File: config.mk
export PLATFORM = sky130hd
export DESIGN_NAME = fluidic_path_scheduler_flat
export DESIGN_NICKNAME = d
export VERILOG_FILES = /design/src/rtl/fluidic_path_scheduler_pkg.sv /design/src/rtl/fluidic_path_scheduler_if.sv /design/src/rtl/fluidic_path_scheduler_dwell_counter.sv /design/src/rtl/fluidic_path_scheduler.sv /design/src/flat_wrapper.sv
export SDC_FILE = /design/constraint.sdc
export NUM_CORES = 1
export LEC_CHECK = 0
export ABC_AREA = 1
export BUFFER_PORTS_ARGS = -buffer_cell sky130_fd_sc_hd__buf_2
export CORE_MARGIN = 4
export CORE_UTILIZATION = 35
export CTS_CLUSTER_DIAMETER = 100
export DETAILED_ROUTE_END_ITERATION = 8
export PLACE_DENSITY = 0.61
export SLEW_MARGIN = 30
export SYNTH_ARGS = -nofsm -noshare
export SYNTH_HDL_FRONTEND = slang
export SYNTH_SLANG_ARGS = --single-unit
File: constraint.sdc
create_clock -name clk -period 5.8 [get_ports clk]
set_clock_uncertainty 0.2 [all_clocks]
set_input_delay 1.45 -clock clk [delete_from_list [all_inputs] [get_ports clk]]
set_output_delay 1.45 -clock clk [all_outputs]
set_load 0.02 [all_outputs]
File: src/rtl/fluidic_path_scheduler_pkg.sv
// Shared types and elaboration-time parameter checks for the fluidic path scheduler.
package fluidic_sched_pkg;

  typedef enum logic [2:0] {
    S_IDLE,
    S_FILL,
    S_PROCESS,
    S_MIX,
    S_DETECT
  } state_t;

  function automatic logic cyc_ok(input int unsigned cyc);
    return cyc >= 1;
  endfunction

  // A phase of length cyc is counted down from cyc-1, so cyc-1 must fit in w bits.
  function automatic logic cnt_fits(input int unsigned cyc, input int unsigned w);
    return (w >= 32) || (((cyc - 1) >> w) == 0);
  endfunction

  function automatic logic timeout_ok(input int unsigned t, input int unsigned w);
    return (t >= 1) && ((w >= 32) || ((t >> w) == 0));
  endfunction

endpackage

File: src/rtl/fluidic_path_scheduler_if.sv
// Host/actuator signal bundle of the fluidic path scheduler.
interface fluidic_path_scheduler_if #(
  parameter int unsigned N_CH   = 3,
  parameter int unsigned CNT_W  = 8,
  parameter int unsigned DATA_W = 8
);
  logic                    start;
  logic [N_CH-1:0]         branch_mask;
  logic [N_CH*CNT_W-1:0]   dwell;
  logic                    det_valid;
  logic [DATA_W-1:0]       det_data;
  logic                    inlet_open;
  logic [N_CH-1:0]         branch_valve;
  logic                    mix_en;
  logic                    det_req;
  logic [DATA_W-1:0]       result;
  logic                    busy;
  logic                    done;
  logic                    timeout_err;

  modport master (
    output start, branch_mask, dwell, det_valid, det_data,
    input  inlet_open, branch_valve, mix_en, det_req, result, busy, done, timeout_err
  );

  modport slave (
    input  start, branch_mask, dwell, det_valid, det_data,
    output inlet_open, branch_valve, mix_en, det_req, result, busy, done, timeout_err
  );
endinterface

File: src/rtl/fluidic_path_scheduler_dwell_counter.sv
// Per-branch dwell down-counter; active while the remaining dwell is nonzero.
module dwell_counter #(
  parameter int unsigned CNT_W = 8
) (
  input  logic             clk,
  input  logic             rst,
  input  logic             i_load,
  input  logic [CNT_W-1:0] i_value,
  input  logic             i_en,
  output logic             o_active,
  output logic [CNT_W-1:0] o_count
);
  logic [CNT_W-1:0] r_count;

  always_ff @(posedge clk or posedge rst) begin
    if (rst) begin
      r_count <= '0;
    end else if (i_load) begin
      r_count <= i_value;
    end else if (i_en && (r_count != '0)) begin
      r_count <= r_count - 1'b1;
    end
  end

  assign o_active = (r_count != '0);
  assign o_count  = r_count;
endmodule

File: src/rtl/fluidic_path_scheduler.sv
// Timed sequencer: inlet fill, per-branch dwell, mix, then detector handshake with timeout.
module fluidic_path_scheduler
  import fluidic_sched_pkg::*;
#(
  parameter int unsigned N_CH     = 3,
  parameter int unsigned CNT_W    = 8,
  parameter int unsigned DATA_W   = 8,
  parameter int unsigned FILL_CYC = 16,
  parameter int unsigned MIX_CYC  = 32,
  parameter int unsigned TIMEOUT  = 200
) (
  input logic                   clk,
  input logic                   rst,
  fluidic_path_scheduler_if.slave bus
);

  if (!cyc_ok(FILL_CYC) || !cyc_ok(MIX_CYC)) begin : g_chk_cyc
    $error("fluidic_path_scheduler: FILL_CYC and MIX_CYC must be >= 1");
  end
  if (!cnt_fits(FILL_CYC, CNT_W) || !cnt_fits(MIX_CYC, CNT_W)) begin : g_chk_fit
    $error("fluidic_path_scheduler: FILL_CYC/MIX_CYC exceed the CNT_W counter");
  end
  if (!timeout_ok(TIMEOUT, CNT_W)) begin : g_chk_tmo
    $error("fluidic_path_scheduler: TIMEOUT must be in 1..2**CNT_W-1");
  end

  state_t             r_state;
  logic [CNT_W-1:0]   r_cnt;
  logic               r_inlet_open;
  logic [N_CH-1:0]    r_branch_valve;
  logic               r_mix_en;
  logic               r_det_req;
  logic [DATA_W-1:0]  r_result;
  logic               r_busy;
  logic               r_done;
  logic               r_timeout_err;

  logic               w_accept;
  logic               w_dwell_en;
  logic               w_any_dwell;
  logic [N_CH-1:0]    w_active;
  logic [CNT_W-1:0]   w_count [N_CH];

  assign w_accept = (r_state == S_IDLE) && bus.start && (|bus.branch_mask);

  // Counters start decrementing on the last FILL cycle so each counter value
  // predicts the registered valve state of the following cycle.
  assign w_dwell_en = (r_state == S_PROCESS) || ((r_state == S_FILL) && (r_cnt == '0));

  for (genvar i = 0; i < N_CH; i++) begin : g_branch
    dwell_counter #(.CNT_W(CNT_W)) u_dwell (
      .clk      (clk),
      .rst      (rst),
      .i_load   (w_accept),
      .i_value  (bus.branch_mask[i] ? bus.dwell[i*CNT_W +: CNT_W] : '0),
      .i_en     (w_dwell_en),
      .o_active (w_active[i]),
      .o_count  (w_count[i])
    );
  end

  always_comb begin
    w_any_dwell = 1'b0;
    for (int unsigned i = 0; i < N_CH; i++) begin
      w_any_dwell = w_any_dwell | (|w_count[i]);
    end
  end

  always_ff @(posedge clk or posedge rst) begin
    if (rst) begin
      r_state        <= S_IDLE;
      r_cnt          <= '0;
      r_inlet_open   <= 1'b0;
      r_branch_valve <= '0;
      r_mix_en       <= 1'b0;
      r_det_req      <= 1'b0;
      r_result       <= '0;
      r_busy         <= 1'b0;
      r_done         <= 1'b0;
      r_timeout_err  <= 1'b0;
    end else begin
      r_done <= 1'b0;
      unique case (r_state)
        S_IDLE: begin
          if (w_accept) begin
            r_state        <= S_FILL;
            r_cnt          <= CNT_W'(FILL_CYC - 1);
            r_inlet_open   <= 1'b1;
            r_branch_valve <= bus.branch_mask;
            r_busy         <= 1'b1;
            r_timeout_err  <= 1'b0;
          end
        end
        S_FILL: begin
          if (r_cnt == '0) begin
            r_state        <= S_PROCESS;
            r_inlet_open   <= 1'b0;
            r_branch_valve <= w_active;
          end else begin
            r_cnt <= r_cnt - 1'b1;
          end
        end
        S_PROCESS: begin
          if (!w_any_dwell) begin
            r_state        <= S_MIX;
            r_cnt          <= CNT_W'(MIX_CYC - 1);
            r_branch_valve <= '0;
            r_mix_en       <= 1'b1;
          end else begin
            r_branch_valve <= w_active;
          end
        end
        S_MIX: begin
          if (r_cnt == '0) begin
            r_state   <= S_DETECT;
            r_cnt     <= CNT_W'(TIMEOUT - 1);
            r_mix_en  <= 1'b0;
            r_det_req <= 1'b1;
          end else begin
            r_cnt <= r_cnt - 1'b1;
          end
        end
        S_DETECT: begin
          if (bus.det_valid) begin
            r_state   <= S_IDLE;
            r_result  <= bus.det_data;
            r_det_req <= 1'b0;
            r_busy    <= 1'b0;
            r_done    <= 1'b1;
          end else if (r_cnt == '0) begin
            r_state       <= S_IDLE;
            r_timeout_err <= 1'b1;
            r_det_req     <= 1'b0;
            r_busy        <= 1'b0;
            r_done        <= 1'b1;
          end else begin
            r_cnt <= r_cnt - 1'b1;
          end
        end
        default: r_state <= S_IDLE;
      endcase
    end
  end

  assign bus.inlet_open   = r_inlet_open;
  assign bus.branch_valve = r_branch_valve;
  assign bus.mix_en       = r_mix_en;
  assign bus.det_req      = r_det_req;
  assign bus.result       = r_result;
  assign bus.busy         = r_busy;
  assign bus.done         = r_done;
  assign bus.timeout_err  = r_timeout_err;

endmodule

File: src/flat_wrapper.sv
// flat-port wrapper written by rule: the top's interface ports become plain ports
module fluidic_path_scheduler_flat import fluidic_sched_pkg::*;
#(
  parameter int unsigned N_CH     = 3,
  parameter int unsigned CNT_W    = 8,
  parameter int unsigned DATA_W   = 8,
  parameter int unsigned FILL_CYC = 16,
  parameter int unsigned MIX_CYC  = 32,
  parameter int unsigned TIMEOUT  = 200
)
  (clk, rst, bus_start, bus_branch_mask, bus_dwell, bus_det_valid, bus_det_data, bus_inlet_open, bus_branch_valve, bus_mix_en, bus_det_req, bus_result, bus_busy, bus_done, bus_timeout_err);
  fluidic_path_scheduler_if #(.N_CH(N_CH), .CNT_W(CNT_W), .DATA_W(DATA_W)) bus_i ();
  input logic clk;
  input logic rst;
  input wire logic [$bits(bus_i.start)-1:0] bus_start;
  input wire logic [$bits(bus_i.branch_mask)-1:0] bus_branch_mask;
  input wire logic [$bits(bus_i.dwell)-1:0] bus_dwell;
  input wire logic [$bits(bus_i.det_valid)-1:0] bus_det_valid;
  input wire logic [$bits(bus_i.det_data)-1:0] bus_det_data;
  output wire logic [$bits(bus_i.inlet_open)-1:0] bus_inlet_open;
  output wire logic [$bits(bus_i.branch_valve)-1:0] bus_branch_valve;
  output wire logic [$bits(bus_i.mix_en)-1:0] bus_mix_en;
  output wire logic [$bits(bus_i.det_req)-1:0] bus_det_req;
  output wire logic [$bits(bus_i.result)-1:0] bus_result;
  output wire logic [$bits(bus_i.busy)-1:0] bus_busy;
  output wire logic [$bits(bus_i.done)-1:0] bus_done;
  output wire logic [$bits(bus_i.timeout_err)-1:0] bus_timeout_err;
  assign bus_i.start = bus_start;
  assign bus_i.branch_mask = bus_branch_mask;
  assign bus_i.dwell = bus_dwell;
  assign bus_i.det_valid = bus_det_valid;
  assign bus_i.det_data = bus_det_data;
  assign bus_inlet_open = bus_i.inlet_open;
  assign bus_branch_valve = bus_i.branch_valve;
  assign bus_mix_en = bus_i.mix_en;
  assign bus_det_req = bus_i.det_req;
  assign bus_result = bus_i.result;
  assign bus_busy = bus_i.busy;
  assign bus_done = bus_i.done;
  assign bus_timeout_err = bus_i.timeout_err;
  fluidic_path_scheduler #(.N_CH(N_CH), .CNT_W(CNT_W), .DATA_W(DATA_W), .FILL_CYC(FILL_CYC), .MIX_CYC(MIX_CYC), .TIMEOUT(TIMEOUT)) u_core (.clk(clk), .rst(rst), .bus(bus_i));
endmodule
==> results list, run 1 <==
- The flow ran to the end, and the final reports show no timing, DRC or antenna violations.
- STA puts the critical path data arrival time at 3.16 ns.
- The floorplan step defined a core boundary enclosing 0.009240 mm2.
* Nets in the synthesized netlist: 489
* Setup repair after global routing missed its margin: no
* Leading register cell type out of synthesis: dfrtp_1
- The die covers 0.01111 mm2.
* Initial cell density of the core: 0.3595
- Leaving out fill and tap cells, the most frequent cell in the layout is nand2_1.
- Max frequency: 0.3220 GHz
- Mean instance size in the synthesized netlist: 7.482 um2
* Post-cts repair resize count: 0
* Antenna violations before repair: 0
- Clock-pin slew was measured on the worst setup and hold paths at 0.10 ns.
* Endpoint kind of the worst setup timing path: flop
* Maximum fanout encountered on the critical timing path: 21
- Leading area contributor after synthesis: dfrtp_1
* Yosys warnings: 0
- Worst flop-to-flop path startpoint: u_core.r_state[0]
- Across all register-to-register paths, the minimum setup slack is 3.46 ns.
- For the pin with the worst max-slew slack, the measured transition is 0.7583 ns.
- In this run the remaining antenna-violating nets after routing total 0.
- The hold violation count in the final report was 0.
- The worst hold path begins at u_core.bus.inlet_open.
* Clk network pwr share: 0.116
- Count of cell types in the netlist: 32
* Worst R2R Path Depth: 9
- The root buffer cell chosen for the clock tree is clkbuf_8.
* Design internal power: 972.2 uW
- Hold buffer count at CTS: 0
* H-tree level count: 2
- Netlist Area Pre-Place: 0.003322 mm2
- After routing, the total negative slack on setup checks comes to 0 ns.
* Routed wire length: 7411 um
- Entering global routing, the biggest net connects 53 pins.
* Area fraction of the dominant cell type after synthesis: 0.3917
- With fillers left out, the area of the finished cells amounts to 0.003782 mm2.
- Global routing finished with a remaining overflow of 0.
* Final number of setup-violating endpoints: 0
- TritonCTS built the clock tree.
- Max-slew violation count: 0
* Most frequent cells in the layout: nand2_1, buf_2, dfrtp_1, inv_1, nand3_1
* Sequential cell fraction of total power: 0.318
- After detailed routing, the number of remaining DRC violations is 0.
* Crit start category: input port
- Worst Hold Depth: 2
- Insertion delay of the later-clocked pin in the worst-skew pair: 0.32 ns
- The HPWL after detailed placement is 5564 um.
- Max_cap viols: 0
- Total CTS buffers: 5
- Share of total power in combinational logic: 0.566
- Height of the die: 105.4 um
- Number of vias per cell: 4.702
- Site Rows: 35
- Buffers inserted by post-CTS timing repair: 0
* Worst flop-to-flop path endpoint: u_core.g_branch[0].u_dwell.o_count[1]
- The path with the worst hold slack has its endpoint at u_core.bus.inlet_open.
- Count of input and output buffers: 55
- Horiz. Die Dim: 105.4 um
- In this run, synthesis inferred 0 flip-flops with an integrated enable.
* Headroom to the max-slew limit: 0.4939
* Detailed-router iteration count before antenna repair: 5
- Sw Share: 0.4951
- Counting every instance in the synthesized netlist gives 444.
- Max IR drop VDD: 0.0001759 V
- For this design the top-level I/O count stands at 56.
* Sequential element share of the synthesized area: 0.3917
- The analysis attributes to net switching a power of 953.2 uW.
- Min Clock Period, post-route: 3.106 ns
- Num Clock Sinks: 52
- The via count of the first global-routing pass came to 2790.
* Antenna diode count: 0
* DRC violation total after the first TritonRoute iteration: 83
- Power per cell area: 509.1 mW/mm2
- Kind of critical path: input port to flop
- Area overhead of the layout relative to synthesis: 13.86%
* Final nets: 543
- For this run, the total global-route usage over all layers was measured as 0.1345.
* #FFs+latches synth: 52
- In the final routed layout, each cell accounts on average for 11.80 um.
- After synthesis, the share of flip-flops with an asynchronous set or reset is 1.000.
* Period Utilization, post-route: 0.5355
- Placer Congestion: 0.8133
* Required time reported for the critical path endpoint: 5.86 ns
* Bufs on Longest Clock Path: 2
- The first global-routing pass estimated 12460 um of wire.
* Fraction of final layout cells with drive strength greater than 1: 0.2265
* Static leakage: 0.001996 uW
* Total via count in the routed design: 2953
- Worst hold path type: flop to flop
- By area the synthesized netlist is led by dfrtp_1, nand2_1, nand3_1.
- Placed standard-cell area: 0.003689 mm2
final cells by class:
| cell class | instances | area [um2] |
|---|---|---|
| Clock buffer | 5 | 68.82 |
| Inverter | 44 | 166.4 |
| Fill cell | 961 | 5458 |
| Clock inverter | 3 | 25.02 |
| Multi-Input combinational cell | 339 | 1777 |
| Timing Repair Buffer | 56 | 282.8 |
| Sequential cell | 52 | 1301 |
| Tap cell | 129 | 161.4 |
synth_stat cells (4+ instances only):
library cell / instances
dfrtp_1: 52
o21ai_2: 7
nand4_1: 8
o21ai_1: 5
o21ai_0: 27
nor2_1: 35
nand2_4: 8
xor2_1: 8
ha_1: 6
nand2_1: 150
nand2_2: 9
inv_1: 41
mux2_2: 8
nand3_1: 40
nor2_2: 10
xnor2_1: 4
critical path: stages:
cell,delay (ns)
buf_2,0.19
nor2_1,0.08
nand2_2,0.10
nand2_2,0.07
nor2_2,0.58
nand2_1,0.12
inv_1,0.26
nand2_1,0.09
o21ai_0,0.08
nand2_1,0.07
nand2_1,0.05
registers in the layout, indices dropped and copies added (netlist names), 3 cells and up:
name and flops:
u_core.r_state 3, u_core.bus.branch_valve 3, u_core.g_branch.u_dwell.o_count 24, u_core.r_cnt 8, u_core.bus.result 8
per-layer routing:
layer | track usage | wire length (um) | vias up
met3 | 0.02633 | 266 | 9
met1 | 0.1694 | 3467 | 1363
li1 | - | - | 1521
met2 | 0.2322 | 3596 | 60
met4 | 0.04030 | 80 | 0
met5 | 0 | 0 | -
through the flow:
stage               setup slack, ns    util  power, uW  std cells  hold WS [ns]
floorplan                     2.892       -       1523        444        0.2550
global placement              2.501  0.3992       1698        620        0.2581
detailed placement            2.364  0.3992       1720        620        0.2591
CTS                           2.708  0.4093       1952        628        0.2854
global route                  2.523  0.4093       2135        628        0.3244
finish                        2.694  0.4093       1925        628        0.2808
how the worst max path moves through the flow:
stage,slack (ns),startpoint,to,cells past startpoint
after floorplan,2.89,rst,u_core.bus.branch_valve[0],1
after global placement,2.50,bus_branch_mask[1],u_core.g_branch[0].u_dwell.o_count[2],11
after detailed placement,2.36,bus_branch_mask[1],u_core.g_branch[0].u_dwell.o_count[1],11
after CTS,2.71,bus_branch_mask[1],u_core.g_branch[0].u_dwell.o_count[1],11
after global routing,2.52,bus_branch_mask[1],u_core.g_branch[0].u_dwell.o_count[1],11
final,2.69,bus_branch_mask[1],u_core.g_branch[0].u_dwell.o_count[1],11
power by group through the flow:
stage | Sequential (uW) | Clock, uW | Combinational (uW)
3_3_place_gp | 617 | 0 | 1080
2_1_floorplan | 632 | 0 | 891
4_1_cts | 613 | 236 | 1100
3_5_place_dp | 618 | 0 | 1100
6_report | 613 | 223 | 1090
5_1_grt | 634 | 244 | 1260
cells by family (layout without fill, tap and decap cells):
family	after synthesis	after routing	share of synthesized area
AND/OR/NAND/NOR	266	266	0.3710
buffers and inverters	53	108	0.07344
flip-flops	52	52	0.3917
AO/OA/AOI/OAI	47	47	0.08249
XOR/XNOR	12	12	0.03164
multiplexers	8	8	0.02712
adder cells (fa/ha/maj)	6	6	0.02260
No activity file was read; power rests on OpenSTA's default activity.
==> inputs of run 2 (changes only) <==
--- a/config.mk
+++ b/config.mk
@@ -5,7 +5,7 @@
 export SDC_FILE = /design/constraint.sdc
 export NUM_CORES = 1
 export LEC_CHECK = 0
-export ABC_AREA = 1
+export ABC_AREA = 0
 export BUFFER_PORTS_ARGS = -buffer_cell sky130_fd_sc_hd__buf_2
 export CORE_MARGIN = 4
 export CORE_UTILIZATION = 35
==> constraint.sdc (replaced) <==
create_clock -name clk -period 3 [get_ports clk]
set_clock_uncertainty 0.2 [all_clocks]
set_input_delay 0.75 -clock clk [delete_from_list [all_inputs] [get_ports clk]]
set_output_delay 0.75 -clock clk [all_outputs]
set_load 0.02 [all_outputs]
==> results list, run 2 <==
- The height of the chip was 101.4 um (-3.9%).
- Most frequent cells in the layout: buf_2, dfrtp_1, nand3_1, o21ai_0, nor2_1
- The worst path in the final design needs a cycle of 2.554 ns, including I/O delays and setup.
* Detailed-router iteration count before antenna repair: 4 (-1)
* #FFs+latches synth: 52 (unchanged)
- The leakage power was 0.001518 uW (-24%).
- The post-CTS setup repair buffer count is 0 (unchanged).
* Routed wire length: 7230 um (-2.4%)
- Wire length of the first global-routing pass: 12180 um (-2.3%)
- Crit start category: flop
- The final antenna-violating net count was 0 (unchanged).
- Post-DR wirelength/cell: 15.29 um (+30%)
- Crit-path leading delay family: simple AND/OR/NAND/NOR gates
* Number of remaining DRC errors: 0 (unchanged)
* Cells along the critical path: inv_1, ha_1, nor3b_1, a41o_1, buf_4, nand4b_1, xor2_1, o21ai_0
* Kind of critical path: flop to flop
* Insertion delay of the later-clocked pin in the worst-skew pair: 0.31 ns (about the same)
- The number of flops mapped to enable cells by yosys came to 0 (unchanged).
- Area fraction of the dominant cell type after synthesis: 0.4266 (+0.03487)
- The share of flip-flops with an asynchronous set or reset after synthesis is 1.000 (unchanged).
* Placer Congestion: 0.8209 (+0.93%)
- Maximum fanout encountered on the critical timing path: 14 (-33%)
* Leading area contributor after synthesis: dfrtp_1
- The post-synthesis instance total was 316 (-29%).
- The number of gates given a new drive strength after cts was 0 (unchanged).
- By area the synthesized netlist is led by dfrtp_1, mux2_2, nand3_1.
- Dpl hpwl: 5430 um (-2.4%)
* Total via count in the routed design: 2539 (-14%)
- Footprint of the multi-input gates: 0.001623 mm2 (-8.7%)
* Delay of the slowest cell on the worst path: 0.46 ns (-0.12 ns)
* Cell types with the highest counts after synthesis: dfrtp_1, nand3_1, o21ai_0
- CTS tree: yes
* Number of inserted filler cells in the final layout: 830 (-14%)
* Count of endpoints failing hold in the final timing report: 0 (unchanged)
* Endpoint kind of the worst setup timing path: flop
- The via count of the first global-routing pass was 2500 (-10%).
- The total overflow reported by the global router came to 0 (unchanged).
* M3 GR Usage: 0.02204 (-0.004293)
- Setup repair after global routing left no endpoint under its margin.
- Area overhead of the layout relative to synthesis: 16.94%
- In this run the clock root is driven by a clkbuf_8.
- The met1 usage in global routing is 0.2047 (+0.03537).
- The die outline width came to 101.4 um (-3.9%).
* Most common library cell in the layout ignoring fill and taps: buf_2
- Required time reported for the critical path endpoint: 3.04 ns (-2.82 ns)
* Data arrival time of the critical path: 2.59 ns (-0.57 ns)
* Power per cell area: 818.0 mW/mm2 (+61%)
- The overall routing resource usage came to 0.1463 (+0.01185).
* Total CTS buffers: 5 (unchanged)
- The H-tree depth reported by CTS was 2 (unchanged).
- Worst-path clk slew: 0.10 ns (about the same)
- The met2 demand-to-capacity share in global routing came to 0.2344 (+0.002166).
- The synthesized cell area is 0.003050 mm2 (-8.2%).
- Number of vias per cell: 5.368 (+14%)
- Yosys warnings: 0 (unchanged)
- Worst hold path type: input port to async pin
- The initial antenna violation count was 0 (unchanged).
- The number of core rows was 33 (-5.7%).
- Antenna diode count: 0 (unchanged)
- The number of top-level pins is 56 (unchanged).
- Worst hold slack: 0.2893 ns (+0.008455 ns)
* Final number of setup-violating endpoints: 0 (unchanged)
- Worst R2R Path Depth: 8 (-1)
- In the finished design, the share of the clock period the worst path needs comes to 0.8514.
* Leading register cell type out of synthesis: dfrtp_1
* Num Clock Sinks: 52 (unchanged)
- Fraction of final layout cells with drive strength greater than 1: 0.2772 (+0.05072)
- The number of distinct library cell variants in the gate-level netlist after synthesis came to 58 (+81%).
- Static timing analysis puts the maximum clock frequency at 0.3915 GHz.
- The number of violations of the max-capacitance limit came to 0 (unchanged).
- Core area: 0.008341 mm2 (-9.7%)
- The full die area is 0.01027 mm2 (-7.6%).
- Maximum number of pins on one net before global-route repair: 28 (-47%)
* Bufs on Longest Clock Path: 2 (unchanged)
* Most instantiated library cell after synthesis: dfrtp_1
* Most crowded layer after global routing: met2
* Sequential element share of the synthesized area: 0.4266 (+0.03487)
- The post-synth net total came to 361 (-26%).
- Number of standard cells in the layout, taps in and fillers out: 473 (-25%)
* Hold buffer count at CTS: 0 (unchanged)
* Buffers plus inverters on the worst setup path: 2 (unchanged)
- Post-Route Setup TNS: 0 ns (unchanged)
- Slowest library cell on the worst path: nor3b_1
* Initial cell density of the core: 0.3657 (+0.006224)
- The overall power consumption came to 2918 uW (+52%).
* Slack of the worst reg-to-reg path: 0.45 ns (-3.01 ns)
* Tightest Pin Transition: 0.5859 ns (-0.1724 ns)
- Mean instance size in the synthesized netlist: 9.653 um2 (+29%)
- Headroom to the max-slew limit: 0.6088 (+0.1149)
- Worst flop-to-flop path startpoint: u_core.r_cnt[0]
- The number of buffers added on ports was 55 (unchanged).
* Status: completed
* Max-slew violation count: 0 (unchanged)
- The worst ir drop on vdd was 0.0003312 V (+88%).
- Worst flop-to-flop path endpoint: u_core.g_branch[2].u_dwell.o_count[4]
* DRC violation total after the first TritonRoute iteration: 154 (+86%)
- The cell count after placement is 465 (-25%).
- The most critical setup path has its startpoint at u_core.r_cnt[0].
* Final nets: 412 (-24%)
- Sequential standard cell area: 0.001301 mm2 (unchanged)
- Flip-flop count of the largest register, all copies and words added: 24 (unchanged)
-- run 2: changes by cell type after synthesis, sizes merged, moves of 6 or more --
| cell | delta |
|---|---|
| a21oi | +10 |
| a31oi | +7 |
| clkbuf | +13 |
| inv | -32 |
| nand2 | -153 |
| nand3 | -10 |
| nor2 | -25 |
| nor3 | +9 |
| nor4 | +6 |
| o21ai | -12 |
| xor2 | +6 |
-- run 2: where the power goes --
group | internal (uW) | total [uW] | switching, uW | leakage, uW
clock | 252 | 503 | 251 | 0.0000548
combinational | 540 | 1180 | 639 | 0.000825
sequential | 945 | 1240 | 291 | 0.000638
-- run 2: how the worst max path moves through the flow --
stage	end	cells past startpoint	slack, ns
after floorplan	u_core.g_branch[0].u_dwell.o_count[0]	6	0.73
after global placement	u_core.g_branch[2].u_dwell.o_count[5]	6	0.44
after detailed placement	u_core.g_branch[2].u_dwell.o_count[5]	6	0.40
after CTS	u_core.g_branch[2].u_dwell.o_count[2]	8	0.45
after global routing	u_core.g_branch[2].u_dwell.o_count[6]	8	0.23
final	u_core.g_branch[2].u_dwell.o_count[4]	8	0.45
-- run 2: cell families (layout without fill, tap and decap cells) --
| group | Yosys count | count (layout) | share of synthesized area |
|---|---|---|---|
| and+or+nand+nor | 122 | 122 | 0.2441 |
| AOI/OAI and AO/OA | 71 | 71 | 0.1526 |
| DFF | 52 | 52 | 0.4266 |
| buffers and inverters | 31 | 83 | 0.04348 |
| xor gates and xnor gates | 20 | 20 | 0.05742 |
| muxes | 14 | 14 | 0.05127 |
| adders and majority gates | 6 | 6 | 0.02461 |
-- run 2: metal layers --
metal  vias to the layer above  routed length (um)
met2                        53                3404
li1                       1252                   -
met4                         0                  59
met5                         -                   0
met3                         7                 279
met1                      1227                3485
-- run 2: metrics by stage --
stage | utilization | worst slack (ns) | cell area, um2
floorplan | - | 0.7318 | 3050
global placement | 0.4139 | 0.4447 | 3452
detailed placement | 0.4139 | 0.3955 | 3452
CTS | 0.4277 | 0.4534 | 3567
global route | 0.4277 | 0.2252 | 3567
finish | 0.4277 | 0.4458 | 3567
-- run 2: area by class of cell --
type | count | share of cell area
clock buffer | 5 | 0.01929
clock inverter | 3 | 0.01298
inverter | 11 | 0.01157
multi-input combinational | 233 | 0.4549
sequential | 52 | 0.3648
tap | 105 | 0.03683
timing repair buffer | 64 | 0.09961
==> inputs of run 3 (changes only) <==
--- a/config.mk
+++ b/config.mk
@@ -5,7 +5,7 @@
 export SDC_FILE = /design/constraint.sdc
 export NUM_CORES = 1
 export LEC_CHECK = 0
-export ABC_AREA = 0
+export ABC_AREA = 1
 export BUFFER_PORTS_ARGS = -buffer_cell sky130_fd_sc_hd__buf_2
 export CORE_MARGIN = 4
 export CORE_UTILIZATION = 35
==> results list, run 3 (synthesis results as in run 1) <==
- The final antenna-violating net count was 0 (unchanged).
- Delay of the slowest cell on the worst path: 0.41 ns (-0.05 ns)
- Max frequency: 0.4546 GHz (+16%)
- The routed length per placed instance is 11.98 um (-22%).
- Overflow left after global routing: 0 (unchanged)
- Detailed-router iteration count before antenna repair: 4 (unchanged)
* Kind of critical path: flop to flop
* Via count of the first global-routing pass: 2937 (+17%)
* Site Rows: 35 (+6.1%)
* Antenna violations before repair: 0 (unchanged)
- Most common library cell in the layout ignoring fill and taps: nand2_1
- Max_cap viols: 0 (unchanged)
- Area overhead of the layout relative to synthesis: 14.20%
- Horiz. Die Dim: 105.4 um (+4.0%)
* Data arrival time of the critical path: 2.25 ns (-0.34 ns)
* Initial cell density of the core: 0.3595 (-0.006224)
* Status: completed
* Count of input and output buffers: 55 (unchanged)
* Worst hold slack: 0.2896 ns (+0.0002800 ns)
- Grouping stages by cell kind, the critical path spends the most delay in simple AND/OR/NAND/NOR gates.
* Max-slew violation count: 0 (unchanged)
- The clock period minus worst slack came to 2.200 ns (-0.3546 ns).
- The CTS clock-pin slew for the worst setup and hold paths came to 0.10 ns (about the same).
- Most frequent cells in the layout: nand2_1, buf_2, dfrtp_1, inv_1, nand3_1
- Required time reported for the critical path endpoint: 3.05 ns (about the same)
- Number of vias per cell: 4.769 (-11%)
* Wire length of the first global-routing pass: 13140 um (+7.9%)
* Total CTS buffers: 5 (unchanged)
- TritonCTS built the clock tree.
- The number of diodes was 0 (unchanged).
* Maximum number of pins on one net before global-route repair: 53 (+89%)
- The worst-skew pair later-pin latency came to 0.32 ns (about the same).
- Hold buffer count at CTS: 0 (unchanged)
- Routed wire length: 7537 um (+4.2%)
- Num Clock Sinks: 52 (unchanged)
- Top-Level Pins: 56 (unchanged)
- The critical-path maximum fanout came to 14 (unchanged).
* Global router's overall resource usage: 0.1401 (-0.006255)
* Bufs on Longest Clock Path: 2 (unchanged)
* Number of remaining DRC errors: 0 (unchanged)
- The worst slew margin relative to its limit was 0.5592 (-0.04961).
- Period Utilization, post-route: 0.7332 (-0.1182)
- Cell mode on critical path: nand2_1
- The number of buffers and inverters on the critical path was 2 (unchanged).
* Crit start category: flop
- The final weighted congestion in routability-driven placement is 0.8099 (-1.3%).
- CTS Root Buffer Type: clkbuf_8
- Flip-flop count of the largest register, all copies and words added: 24 (unchanged)
* Static leakage: 0.002007 uW (+32%)
- The worst ir drop on vdd is 0.0003214 V (-3.0%).
- The accumulated negative setup slack is 0 ns (unchanged).
- STA classifies the critical path endpoint as a flop.
* Core area: 0.009240 mm2 (+11%)
- The hold violation count in the final report is 0 (unchanged).
- DRC violation total after the first TritonRoute iteration: 89 (-42%)
* Final number of setup-violating endpoints: 0 (unchanged)
- The post-detailed-placement half-perimeter wirelength came to 5744 um (+5.8%).
* Slowest library cell on the worst path: dfrtp_1
- Final nets: 544 (+32%)
- The ratio of cells with drive above 1 in the final layout came to 0.2280 (-0.04917).
* Total via count in the routed design: 3000 (+18%)
* Tightest Pin Transition: 0.6612 ns (+0.07526 ns)
* Worst hold path type: flop to flop
- Setup repair after global routing left no endpoint under its margin.
- The H-tree depth reported by CTS is 2 (unchanged).
- Cells along the critical path: inv_1, ha_1, nand2_1, nor2_2, nand3_1, nand2_1, nand2_2, inv_1, nand2_1, nand2_1
- Post-cts repair resize count: 0 (unchanged)
- Overall die area: 0.01111 mm2 (+8.2%)
* Buffers inserted by post-CTS timing repair: 0 (unchanged)
- The height of the chip came to 105.4 um (+4.0%).
- Power per cell area: 994.9 mW/mm2 (+22%)
[run 3: worst register-to-register path, stage by stage, from the launching register on]
cell and delay (ns):
dfrtp_1 0.41, inv_1 0.14, ha_1 0.29, nand2_1 0.10, nor2_2 0.18, nand3_1 0.15, nand2_1 0.20, nand2_2 0.22
inv_1 0.15, nand2_1 0.06, nand2_1 0.06
[run 3: where the power goes]
group / total (uW) / switching [uW] / internal (uW)
Sequential: 1190 / 220 / 969
Clock: 450 / 273 / 177
Combinational: 2140 / 1390 / 745
Total: 3770 / 1880 / 1890
[run 3: routing by layer]
layer / vias to the layer above / global-route usage / routed length [um]
met1: 1410 / 0.1803 / 3447
met3: 7 / 0.02572 / 325
met5: - / 0 / 0
met2: 61 / 0.2473 / 3708
li1: 1522 / - / -
met4: 0 / 0.02437 / 55
[run 3: worst paths after layout]
path | from | endpoint | slack (ns) | depth (start not counted)
min | u_core.bus.inlet_open | u_core.bus.inlet_open | 0.29 | 2
max | u_core.g_branch[0].u_dwell.o_count[0] | u_core.r_cnt[4] | 0.80 | 10
min reg2reg | u_core.bus.inlet_open | u_core.bus.inlet_open | 0.29 | 2
max in group asynchronous | rst | u_core.g_branch[0].u_dwell.o_count[1] | 1.75 | 3
max reg2reg | u_core.g_branch[0].u_dwell.o_count[0] | u_core.r_cnt[4] | 0.80 | 10
min in group asynchronous | rst | u_core.bus.branch_valve[2] | 0.39 | 3
[run 3: layout make-up]
cell class                 count  area [um2]
fill                         965        5446
multi-input combinational    339        1777
sequential                    52        1301
timing repair buffer          57       290.3
inverter                      44       166.4
tap                          129       161.4
clock buffer                   5       68.82
clock inverter                 3       28.78
[run 3: through the flow]
| stage | setup WS [ns] | total power, uW | cell area [um2] | util | std cells |
|---|---|---|---|---|---|
| 6_report | 0.8004 | 3774 | 3794 | 0.4106 | 629 |
| 5_1_grt | 0.5520 | 4175 | 3794 | 0.4106 | 629 |
| 4_1_cts | 0.7966 | 3809 | 3794 | 0.4106 | 629 |
| 3_5_place_dp | 0.6109 | 3354 | 3696 | 0.4000 | 621 |
| 3_3_place_gp | 0.7028 | 3277 | 3696 | 0.4000 | 621 |
| 2_1_floorplan | 0.7921 | 2944 | 3322 | - | 444 |
